--- src/rtl/uart_tx_arb_if.sv ---
// Bundles requester pushes, transmitter handshake and status for the two-requester UART TX arbiter.
// Latency: none (wiring only).
// Backpressure: reqN_ready from the arbiter throttles each requester; tx_busy throttles the arbiter.
interface uart_tx_arb_if #(
    parameter int FIFO_DEPTH = 4
);
    localparam int CW = $clog2(FIFO_DEPTH) + 1;

    logic          req0_valid;
    logic [7:0]    req0_data;
    logic          req0_ready;
    logic          req1_valid;
    logic [7:0]    req1_data;
    logic          req1_ready;
    logic [7:0]    tx_data;
    logic          tx_start;
    logic          tx_busy;
    logic          grant_id;
    logic [CW-1:0] count0;
    logic [CW-1:0] count1;

    // Requesters and transmitter side: drives bytes and busy, observes status.
    modport master (
        output req0_valid, req0_data, req1_valid, req1_data, tx_busy,
        input  req0_ready, req1_ready, tx_data, tx_start, grant_id, count0, count1
    );

    // Arbiter side.
    modport slave (
        input  req0_valid, req0_data, req1_valid, req1_data, tx_busy,
        output req0_ready, req1_ready, tx_data, tx_start, grant_id, count0, count1
    );
endinterface

--- src/rtl/uart_tx_arb.sv ---
// Byte FIFO with wrap-around pointers; head byte visible combinationally.
// Latency: a pushed byte is visible at the head one cycle after the push edge.
// Backpressure: push_rdy drops when full, decoded from the registered count only.
module uart_tx_arb_fifo #(
    parameter  int DEPTH = 4,
    localparam int AW    = $clog2(DEPTH),
    localparam int CW    = AW + 1
) (
    input  logic          clk,
    input  logic          rst,
    input  logic          push_vld,
    input  logic [7:0]    push_dat,
    output logic          push_rdy,
    input  logic          pop,
    output logic [7:0]    head_dat,
    output logic [CW-1:0] count
);
    logic [7:0]    mem [DEPTH];
    logic [AW-1:0] wr_ptr;
    logic [AW-1:0] rd_ptr;
    logic          do_push;
    logic          do_pop;

    assign push_rdy = (count != CW'(DEPTH));
    assign do_push  = push_vld && push_rdy;
    assign do_pop   = pop && (count != '0);
    assign head_dat = mem[rd_ptr];

    // Storage write; contents need no reset because count gates visibility.
    always_ff @(posedge clk) begin
        if (!rst && do_push) begin
            mem[wr_ptr] <= push_dat;
        end
    end

    // Pointer and fill-level bookkeeping; push+pop together leaves count unchanged.
    always_ff @(posedge clk) begin
        if (rst) begin
            wr_ptr <= '0;
            rd_ptr <= '0;
            count  <= '0;
        end else begin
            if (do_push) wr_ptr <= wr_ptr + 1'b1;
            if (do_pop)  rd_ptr <= rd_ptr + 1'b1;
            case ({do_push, do_pop})
                2'b10:   count <= count + 1'b1;
                2'b01:   count <= count - 1'b1;
                default: count <= count;
            endcase
        end
    end
endmodule

// Two-requester round-robin arbiter feeding one byte at a time to a UART transmitter.
// Latency: byte pushed at edge n into an idle arbiter gives tx_start in the cycle after edge n+1.
// Backpressure: per-requester FIFO ready; a new byte is issued only after tx_busy rises and falls.
module uart_tx_arb #(
    parameter int FIFO_DEPTH = 4
) (
    input  logic         CLK,
    input  logic         reset,
    uart_tx_arb_if.slave bus
);
    localparam int CW = $clog2(FIFO_DEPTH) + 1;

    typedef enum logic [1:0] {
        IDLE      = 2'd0,
        START     = 2'd1,
        WAIT_BUSY = 2'd2,
        WAIT_DONE = 2'd3
    } state_t;

    state_t        state;
    state_t        state_nxt;
    logic          issue;
    logic          sel;
    logic          start_pulse;
    logic          pop0;
    logic          pop1;
    logic [7:0]    head0;
    logic [7:0]    head1;
    logic [CW-1:0] cnt0;
    logic [CW-1:0] cnt1;
    logic          rdy0;
    logic          rdy1;
    logic          ne0;
    logic          ne1;
    logic [7:0]    tx_data_q;
    logic          grant_q;

    uart_tx_arb_fifo #(.DEPTH(FIFO_DEPTH)) u_fifo0 (
        .clk      (CLK),
        .rst      (reset),
        .push_vld (bus.req0_valid),
        .push_dat (bus.req0_data),
        .push_rdy (rdy0),
        .pop      (pop0),
        .head_dat (head0),
        .count    (cnt0)
    );

    uart_tx_arb_fifo #(.DEPTH(FIFO_DEPTH)) u_fifo1 (
        .clk      (CLK),
        .rst      (reset),
        .push_vld (bus.req1_valid),
        .push_dat (bus.req1_data),
        .push_rdy (rdy1),
        .pop      (pop1),
        .head_dat (head1),
        .count    (cnt1)
    );

    assign ne0  = (cnt0 != '0);
    assign ne1  = (cnt1 != '0);
    assign pop0 = issue && !sel;
    assign pop1 = issue && sel;

    // State register; reset aborts any frame in flight without waiting on tx_busy.
    always_ff @(posedge CLK) begin
        if (reset) state <= IDLE;
        else       state <= state_nxt;
    end

    // Next state, grant selection and the one-cycle start pulse.
    always_comb begin
        state_nxt   = state;
        issue       = 1'b0;
        sel         = 1'b0;
        start_pulse = 1'b0;
        case (state)
            IDLE: begin
                if (!bus.tx_busy && (ne0 || ne1)) begin
                    issue     = 1'b1;
                    // On a tie, alternate away from the last winner.
                    sel       = (ne0 && ne1) ? !grant_q : ne1;
                    state_nxt = START;
                end
            end
            START: begin
                start_pulse = 1'b1;
                state_nxt   = WAIT_BUSY;
            end
            WAIT_BUSY: begin
                if (bus.tx_busy) state_nxt = WAIT_DONE;
            end
            WAIT_DONE: begin
                if (!bus.tx_busy) state_nxt = IDLE;
            end
            default: state_nxt = IDLE;
        endcase
    end

    // Capture the popped byte and the winner; both hold until the next issue.
    always_ff @(posedge CLK) begin
        if (reset) begin
            tx_data_q <= 8'h00;
            grant_q   <= 1'b1;
        end else if (issue) begin
            tx_data_q <= sel ? head1 : head0;
            grant_q   <= sel;
        end
    end

    assign bus.req0_ready = rdy0;
    assign bus.req1_ready = rdy1;
    assign bus.count0     = cnt0;
    assign bus.count1     = cnt1;
    assign bus.tx_data    = tx_data_q;
    assign bus.tx_start   = start_pulse;
    assign bus.grant_id   = grant_q;
endmodule

--- src/flat_wrapper.sv ---
// flat-port wrapper written by rule: the top's interface ports become plain ports
module uart_tx_arb_flat 
#(
    parameter int FIFO_DEPTH = 4
)
  (CLK, reset, bus_req0_valid, bus_req0_data, bus_req1_valid, bus_req1_data, bus_tx_busy, bus_req0_ready, bus_req1_ready, bus_tx_data, bus_tx_start, bus_grant_id, bus_count0, bus_count1);
  uart_tx_arb_if #(.FIFO_DEPTH(FIFO_DEPTH)) bus_i ();
  input  logic CLK;
  input  logic reset;
  input wire logic [$bits(bus_i.req0_valid)-1:0] bus_req0_valid;
  input wire logic [$bits(bus_i.req0_data)-1:0] bus_req0_data;
  input wire logic [$bits(bus_i.req1_valid)-1:0] bus_req1_valid;
  input wire logic [$bits(bus_i.req1_data)-1:0] bus_req1_data;
  input wire logic [$bits(bus_i.tx_busy)-1:0] bus_tx_busy;
  output wire logic [$bits(bus_i.req0_ready)-1:0] bus_req0_ready;
  output wire logic [$bits(bus_i.req1_ready)-1:0] bus_req1_ready;
  output wire logic [$bits(bus_i.tx_data)-1:0] bus_tx_data;
  output wire logic [$bits(bus_i.tx_start)-1:0] bus_tx_start;
  output wire logic [$bits(bus_i.grant_id)-1:0] bus_grant_id;
  output wire logic [$bits(bus_i.count0)-1:0] bus_count0;
  output wire logic [$bits(bus_i.count1)-1:0] bus_count1;
  assign bus_i.req0_valid = bus_req0_valid;
  assign bus_i.req0_data = bus_req0_data;
  assign bus_i.req1_valid = bus_req1_valid;
  assign bus_i.req1_data = bus_req1_data;
  assign bus_i.tx_busy = bus_tx_busy;
  assign bus_req0_ready = bus_i.req0_ready;
  assign bus_req1_ready = bus_i.req1_ready;
  assign bus_tx_data = bus_i.tx_data;
  assign bus_tx_start = bus_i.tx_start;
  assign bus_grant_id = bus_i.grant_id;
  assign bus_count0 = bus_i.count0;
  assign bus_count1 = bus_i.count1;
  uart_tx_arb #(.FIFO_DEPTH(FIFO_DEPTH)) u_core (.CLK(CLK), .reset(reset), .bus(bus_i));
endmodule
--- config.mk ---
export PLATFORM = sky130hd
export DESIGN_NAME = uart_tx_arb_flat
export DESIGN_NICKNAME = d
export VERILOG_FILES = /design/src/rtl/uart_tx_arb_if.sv /design/src/rtl/uart_tx_arb.sv /design/src/flat_wrapper.sv
export SDC_FILE = /design/constraint.sdc
export NUM_CORES = 1
export LEC_CHECK = 0
export BUFFER_PORTS_ARGS = -buffer_cell sky130_fd_sc_hd__buf_2
export CORE_UTILIZATION = 63
export DETAILED_ROUTE_END_ITERATION = 10
export MAX_ROUTING_LAYER = met4
export PLACE_DENSITY_LB_ADDON = 0.05
export SYNTH_ARGS = -nofsm -noshare
export SYNTH_HDL_FRONTEND = slang
export SYNTH_SLANG_ARGS = --single-unit
--- constraint.sdc ---
create_clock -name CLK -period 6.3 [get_ports CLK]
set_clock_uncertainty 0.15 [all_clocks]
set_input_delay 1.575 -clock CLK [delete_from_list [all_inputs] [get_ports CLK]]
set_output_delay 1.575 -clock CLK [all_outputs]
set_load 0.02 [all_outputs]
# ---- Yosys cells after proc, flatten, opt, wreduce, memory -nomap -nowiden
# Memories as Yosys holds them, arrays and structs flattened. A register that Yosys moved wholly into a read port is not among the register bits.
# Index checks and enable logic that the tools add are counted.
dict set report word_totals {
  memories 2
  ram_bits 64
  elab_cells 73
  register_bits 25
  output_inout_bits 18
}
dict set report classes {
  n_reduce_logical 21
  add_sub_neg 8
  mux 21
  eq_ne 12
}
# name words width rd rd_ports_with_merged_regs wr line
set mem_list {}
lappend mem_list {u_core.u_fifo0.mem 4 8 1 1 1 uart_tx_arb.sv:18} ;# logic [7:0] mem [DEPTH];
lappend mem_list {u_core.u_fifo1.mem 4 8 1 1 1 uart_tx_arb.sv:18}
# cell count
set ops {}
lappend ops {{$mux W2} 7}
lappend ops {{$pmux W3 S2} 2}
lappend ops {{$logic_and A1 B1 Y1} 10}
lappend ops {{$mux W1} 10}
lappend ops {{$add A2 B1 Y2 const B} 4}
lappend ops {{$eq A2 B2 Y1 const B} 4}
lappend ops {{$mux W8} 1}
lappend ops {{$pmux W2 S4} 1}
lappend ops {{$add A3 B1 Y3 const B} 2}
lappend ops {{$eq A2 B1 Y1 const B} 3}
lappend ops {{$ne A3 B3 Y1 const B} 2}
lappend ops {{$reduce_bool A3 Y1} 2}
lappend ops {{$sub A3 B1 Y3 const B} 2}
lappend ops {{$logic_not A1 Y1} 4}
lappend ops {{$ne A2 B2 Y1 const B} 2}
lappend ops {{$reduce_bool A2 Y1} 2}
lappend ops {{$reduce_and A3 Y1} 1}
lappend ops {{$logic_not A2 Y1} 1}
lappend ops {{$ne A2 B1 Y1 const B} 1}
lappend ops {{$logic_or A1 B1 Y1} 1}

# ---- Logic depth before layout (Yosys ltp)
dict set report logic_depth {
  depth_word 10
  mapped_depth 11
  mapped_depth_nobuf 11
}

# ---- Modules after synthesis
# From an unflattened synthesis, not the netlist that was laid out.
dict set report unflattened {
  hier_cells 255
  area_unflattened_um2 3912.5
}
# module cells_per_inst instances seq_area_each_um2 area_per_inst_um2
set modules_own_cells {}
lappend modules_own_cells {uart_tx_arb_fifo 92 2 1141.1 1629.1}
lappend modules_own_cells {uart_tx_arb 71 1 220.2 654.4}

# ---- Worst setup path after synthesis
# No wires, ideal clock.
dict set report synth_path {
  kind {input port to flip-flop}
  startpoint {in bus_tx_busy}
  endpoint {reg u_core.u_fifo1.count[2]}
  required_ps 6079
  setup_slack_ps 2936
  stages 9
  arrival_time_ps 3143
  path_cell_list {nor2b_1 > nand3_2 > inv_1 > ha_1 > inv_1 > fa_1 > xor2_1 > or3_1 > a21oi_1}
}
dict set report synth_between {
  elab_chain_len 8
}
# item line
set synth_lines {}
lappend synth_lines {{start, declared} flat_wrapper.sv:14} ;# input wire logic [$bits(bus_i.tx_busy)-1:0] bus_tx_busy;
lappend synth_lines {{$logic_not A1 Y1 *} uart_tx_arb.sv:132} ;# if (!bus.tx_busy && (ne0 || ne1)) begin
lappend synth_lines {{$logic_and A1 B1 Y1 *} uart_tx_arb.sv:132}
lappend synth_lines {{$mux W1} uart_tx_arb.sv:132}
lappend synth_lines {{$mux W1} uart_tx_arb.sv:130} ;# case (state)
lappend synth_lines {{$logic_and A1 B1 Y1 *} uart_tx_arb.sv:116} ;# assign pop1 = issue && sel;
lappend synth_lines {{$logic_and A1 B1 Y1 *} uart_tx_arb.sv:26} ;# assign do_pop = pop && (count != '0);
lappend synth_lines {{via u_core.u_fifo1.do_pop} uart_tx_arb.sv:22} ;# logic do_pop;
lappend synth_lines {{$eq A2 B1 Y1 / $eq A2 B2 Y1 (equally long branches)} uart_tx_arb.sv:45} ;# case ({do_push, do_pop})
lappend synth_lines {{$pmux W3 S2 / $reduce_bool A2 Y1 (equally long branches)} -}
lappend synth_lines {{end signal, assigned} uart_tx_arb.sv:46} ;# 2'b10: count <= count + 1'b1;
lappend synth_lines {{end signal, assigned} uart_tx_arb.sv:47} ;# 2'b01: count <= count - 1'b1;
lappend synth_lines {{end signal, assigned} uart_tx_arb.sv:48} ;# default: count <= count;
lappend synth_lines {{end, declared} uart_tx_arb.sv:16} ;# output logic [CW-1:0] count
# The timed path passes the listed nets; every way through them passes the cells marked *.
# A chain may end at the register's enable or synchronous reset.

# ---- Worst setup path after layout
# Ends and elaborated chain as after synthesis.

==> qor.yml <==
run_status:
  status: "finished, final reports clean"
synth:
  synth_compound_area_frac: 0.0567
  synth_xor_area_frac: 0.0224
  yosys_warnings: 0
  synth_area_leader_cell: "edfxtp_1"
  synthAdderAreaFrac: 0.0584
  synth_top_area_share: 0.492
  synthSimpleGateAreaFrac: 0.0984
  synthArstFlopShare: 0
  ys_ff_latch: 93
  synth_area_per_cell_um2: 15.1
  syn_nets: 297
  synthTopCellsByArea: "edfxtp_1 (49%), dfxtp_1 (15%), mux4_2 (9.2%), ha_1 (4.8%), nor2_1 (2.2%)"
  syn_area_um2: 3900
  synth_cells: 259
  yosysSeqAreaShare: 0.641
  ys.flop_type: "edfxtp_1"
  ys_types: 43
  synth_top_family_by_area: "simple AND/OR/NAND/NOR gates"
  synth_mux_area_frac: 0.0949
  synth-edff-count: 64
hold_path:
  holdPathEnd: "u_core.bus.tx_data[4]$_SDFFE_PP0N_"
  hold_path_class: "flip-flop to flip-flop"
  holdPathStages: 2
  min-delay-start: "u_core.bus.tx_data[4]$_SDFFE_PP0N_"
final_layout:
  drive_gt1_frac: 0.267
  area.growth.synth_to_final_pct: 10.7
  regArea_um2: 2500
  fin_util: 0.725
  nFillCells: 381
  diodes: 0
  layout_common_cells: "edfxtp_1 (64), buf_2 (38), dfxtp_1 (29)"
  multiInputGateArea_um2: 1290
  final_nets: 336
  layout_commonest_cell: "edfxtp_1"
clock_tree:
  clock_latency_ps: 350
  cts.sinks: 93
  h-tree-depth: 3
  cts-root-buf: "clkbuf_8"
  cts_buffers: 9
  ctsHoldBuffers: 0
  cts.clk_slew.worst_paths_ps: 90
  clock_path_buffers: 2
  cts_tree: "yes"
  cts_resized: 0
  post-cts-setup-buffers: 0
sta:
  max_freq_mhz: 297
  tns_ps: 0
  period_minus_slack_ps: 3370
  max-slew-margin-rel: 0.577
  slew_violations: 0
  worst_pin_slew_ps: 634
  min_period_over_period: 0.535
  setup_viol: 0
  rsz0062_at_grt: "false"
  finalHoldViolations: 0
drt:
  via_count: 2199
  drc: 0
  wl_per_cell_um: 17.4
  via_per_inst: 5.82
  wl_met1_mm: 2.92
  wl_met3_um: 220
  drtIter0Drc: 91
  first_pass_iters: 4
  routed_wl_mm: 6.57
  wl_met2_mm: 3.27
  drtAntennaViolNets: 0
  highest_layer: "met4"
setup_path:
  critical_path.cell_chain: "buf_2 > nor2b_1 > nand3_2 > inv_1 > ha_1 > inv_1 > fa_1 > xor2_1 > or3_1 > a21oi_1"
  r2r_cells: 9
  crit_type: "input pin to flip-flop"
  crit_path_start_kind: "input pin"
  arrival_ps: 3500
  crit_buf_inv: 3
  crit_required_ps: 6430
  r2r-end: "u_core.u_fifo1.count[2]$_SDFFE_PP0P_"
  cp_top_family: "simple AND/OR/NAND/NOR gates"
  path_common_cell: "inv_1"
  worstSetupEndpointType: "flip-flop"
  rr_startpoint: "u_core.u_fifo0.count[0]$_SDFFE_PP0P_"
  slowest_delay_ps: 380
  cpMaxStageDelayCell: "fa_1"
  rrSetupSlack_ps: 3500
  crit_path_max_fanout: 6
grt:
  grt_pass1_wl_mm: 10.5
  overflow: 0
  antenna_found_initial: 0
  grt_max_degree: 30
  grt_pass1_vias: 2157
  grt_use_total: 0.235
run:
  drv_cap: 0
die:
  die_h_um: 80.7
  initial_core_util: 0.655
  std_cell_rows: 28
  die_w_um: 80.7
  io_pins: 39
  die-area_um2: 6510
  core_area_um2: 5960
placement:
  gp_congestion: 0.693
  portBuffers: 38
  dp_hpwl_mm: 4.54
power_and_ir_drop:
  vdd_ir_drop_max_v: 0.000286
  powerDensity_nw_per_um2: 405
  p_total_w: 0.00175
  leakage_nw: 1.56
metrics by stage:
| stage | instances | setup WS [ps] | hold slack (ps) | area (µm²) |
|---|---|---|---|---|
| 3_3_place_gp | 362 | 2700 | 339 | 4120 |
| 6_report | 378 | 2930 | 362 | 4320 |
| 4_1_cts | 378 | 2930 | 364 | 4320 |
| 5_1_grt | 378 | 2710 | 387 | 4320 |
| 2_1_floorplan | 259 | 2940 | 319 | 3900 |
| 3_5_place_dp | 362 | 2560 | 343 | 4120 |
final cells by class:
class                      count  area share
sequential                    93       0.579
multi-input combinational    144       0.299
timing repair buffer          38      0.0440
clock buffer                  10      0.0295
tap                           75      0.0217
clock inverter                 6      0.0162
inverter                      12      0.0104
per-layer routing:
metal | global-route usage | vias up
met5 | - | -
met4 | 0.125 | 0
met3 | 0.0386 | 12
met2 | 0.365 | 56
met1 | 0.299 | 1086
li1 | - | 1045
tightest hold or removal path: cells and delay by family (launching register included):
family | cells | cell delay, ps
AOI/OAI and AO/OA | 1 | 50
DFF | 1 | 330
and+or+nand+nor | 1 | 100
cell families (layout without fill, tap and decap cells):
group | Yosys count | count (layout)
flip-flops | 93 | 93
AND/OR/NAND/NOR | 72 | 72
AO/OA/AOI/OAI | 28 | 28
XOR/XNOR | 10 | 10
multiplexers | 17 | 17
adder cells (fa/ha/maj) | 17 | 17
buffers and inverters | 22 | 66
state kept, by name, summed over array words and instances (netlist names), named ones only:
signal	flops
u_core.u_fifo0.rd_ptr	2
u_core.bus.grant_id	1
u_core.state	2
u_core.u_fifo0.count	3
u_core.u_fifo1.rd_ptr	2
u_core.u_fifo1.wr_ptr	2
u_core.u_fifo1.mem	32
u_core.u_fifo0.mem	32
u_core.bus.tx_data	8
u_core.u_fifo1.count	3
u_core.u_fifo0.wr_ptr	2
power by group:
group,switching [W],leakage [nW],total (W),internal [W]
logic,0.000308,0.650,0.000538,0.000230
registers,0.0000887,0.819,0.000815,0.000727
clock network,0.000210,0.0895,0.000397,0.000186
synth_stat cells (2+ instances only):
master,number
edfxtp_1,64
dfxtp_1,29
nor2_1,23
mux4_2,16
ha_1,15
inv_1,12
nand3_1,12
nand2_1,11
a21oi_1,8
and2_1,8
xor2_1,7
a311oi_1,6
o21ai_0,5
buf_1,3
buf_4,3
or3_1,3
xnor2_1,3
a311oi_2,2
buf_6,2
clkbuf_1,2
fa_1,2
nand2_2,2
worst max path at each step:
stage               depth (start not counted)  slack (ps)         from                              endpoint
global route                               10        2710  bus_tx_busy  u_core.u_fifo1.count[2]$_SDFFE_PP0P_
CTS                                        10        2930  bus_tx_busy  u_core.u_fifo1.count[2]$_SDFFE_PP0P_
global placement                           10        2700  bus_tx_busy  u_core.u_fifo1.count[2]$_SDFFE_PP0P_
floorplan                                   9        2940  bus_tx_busy  u_core.u_fifo1.count[2]$_SDFFE_PP0P_
detailed placement                         10        2560  bus_tx_busy  u_core.u_fifo1.count[2]$_SDFFE_PP0P_
finish                                     10        2930  bus_tx_busy  u_core.u_fifo1.count[2]$_SDFFE_PP0P_
(Power assumes the default switching activity.)
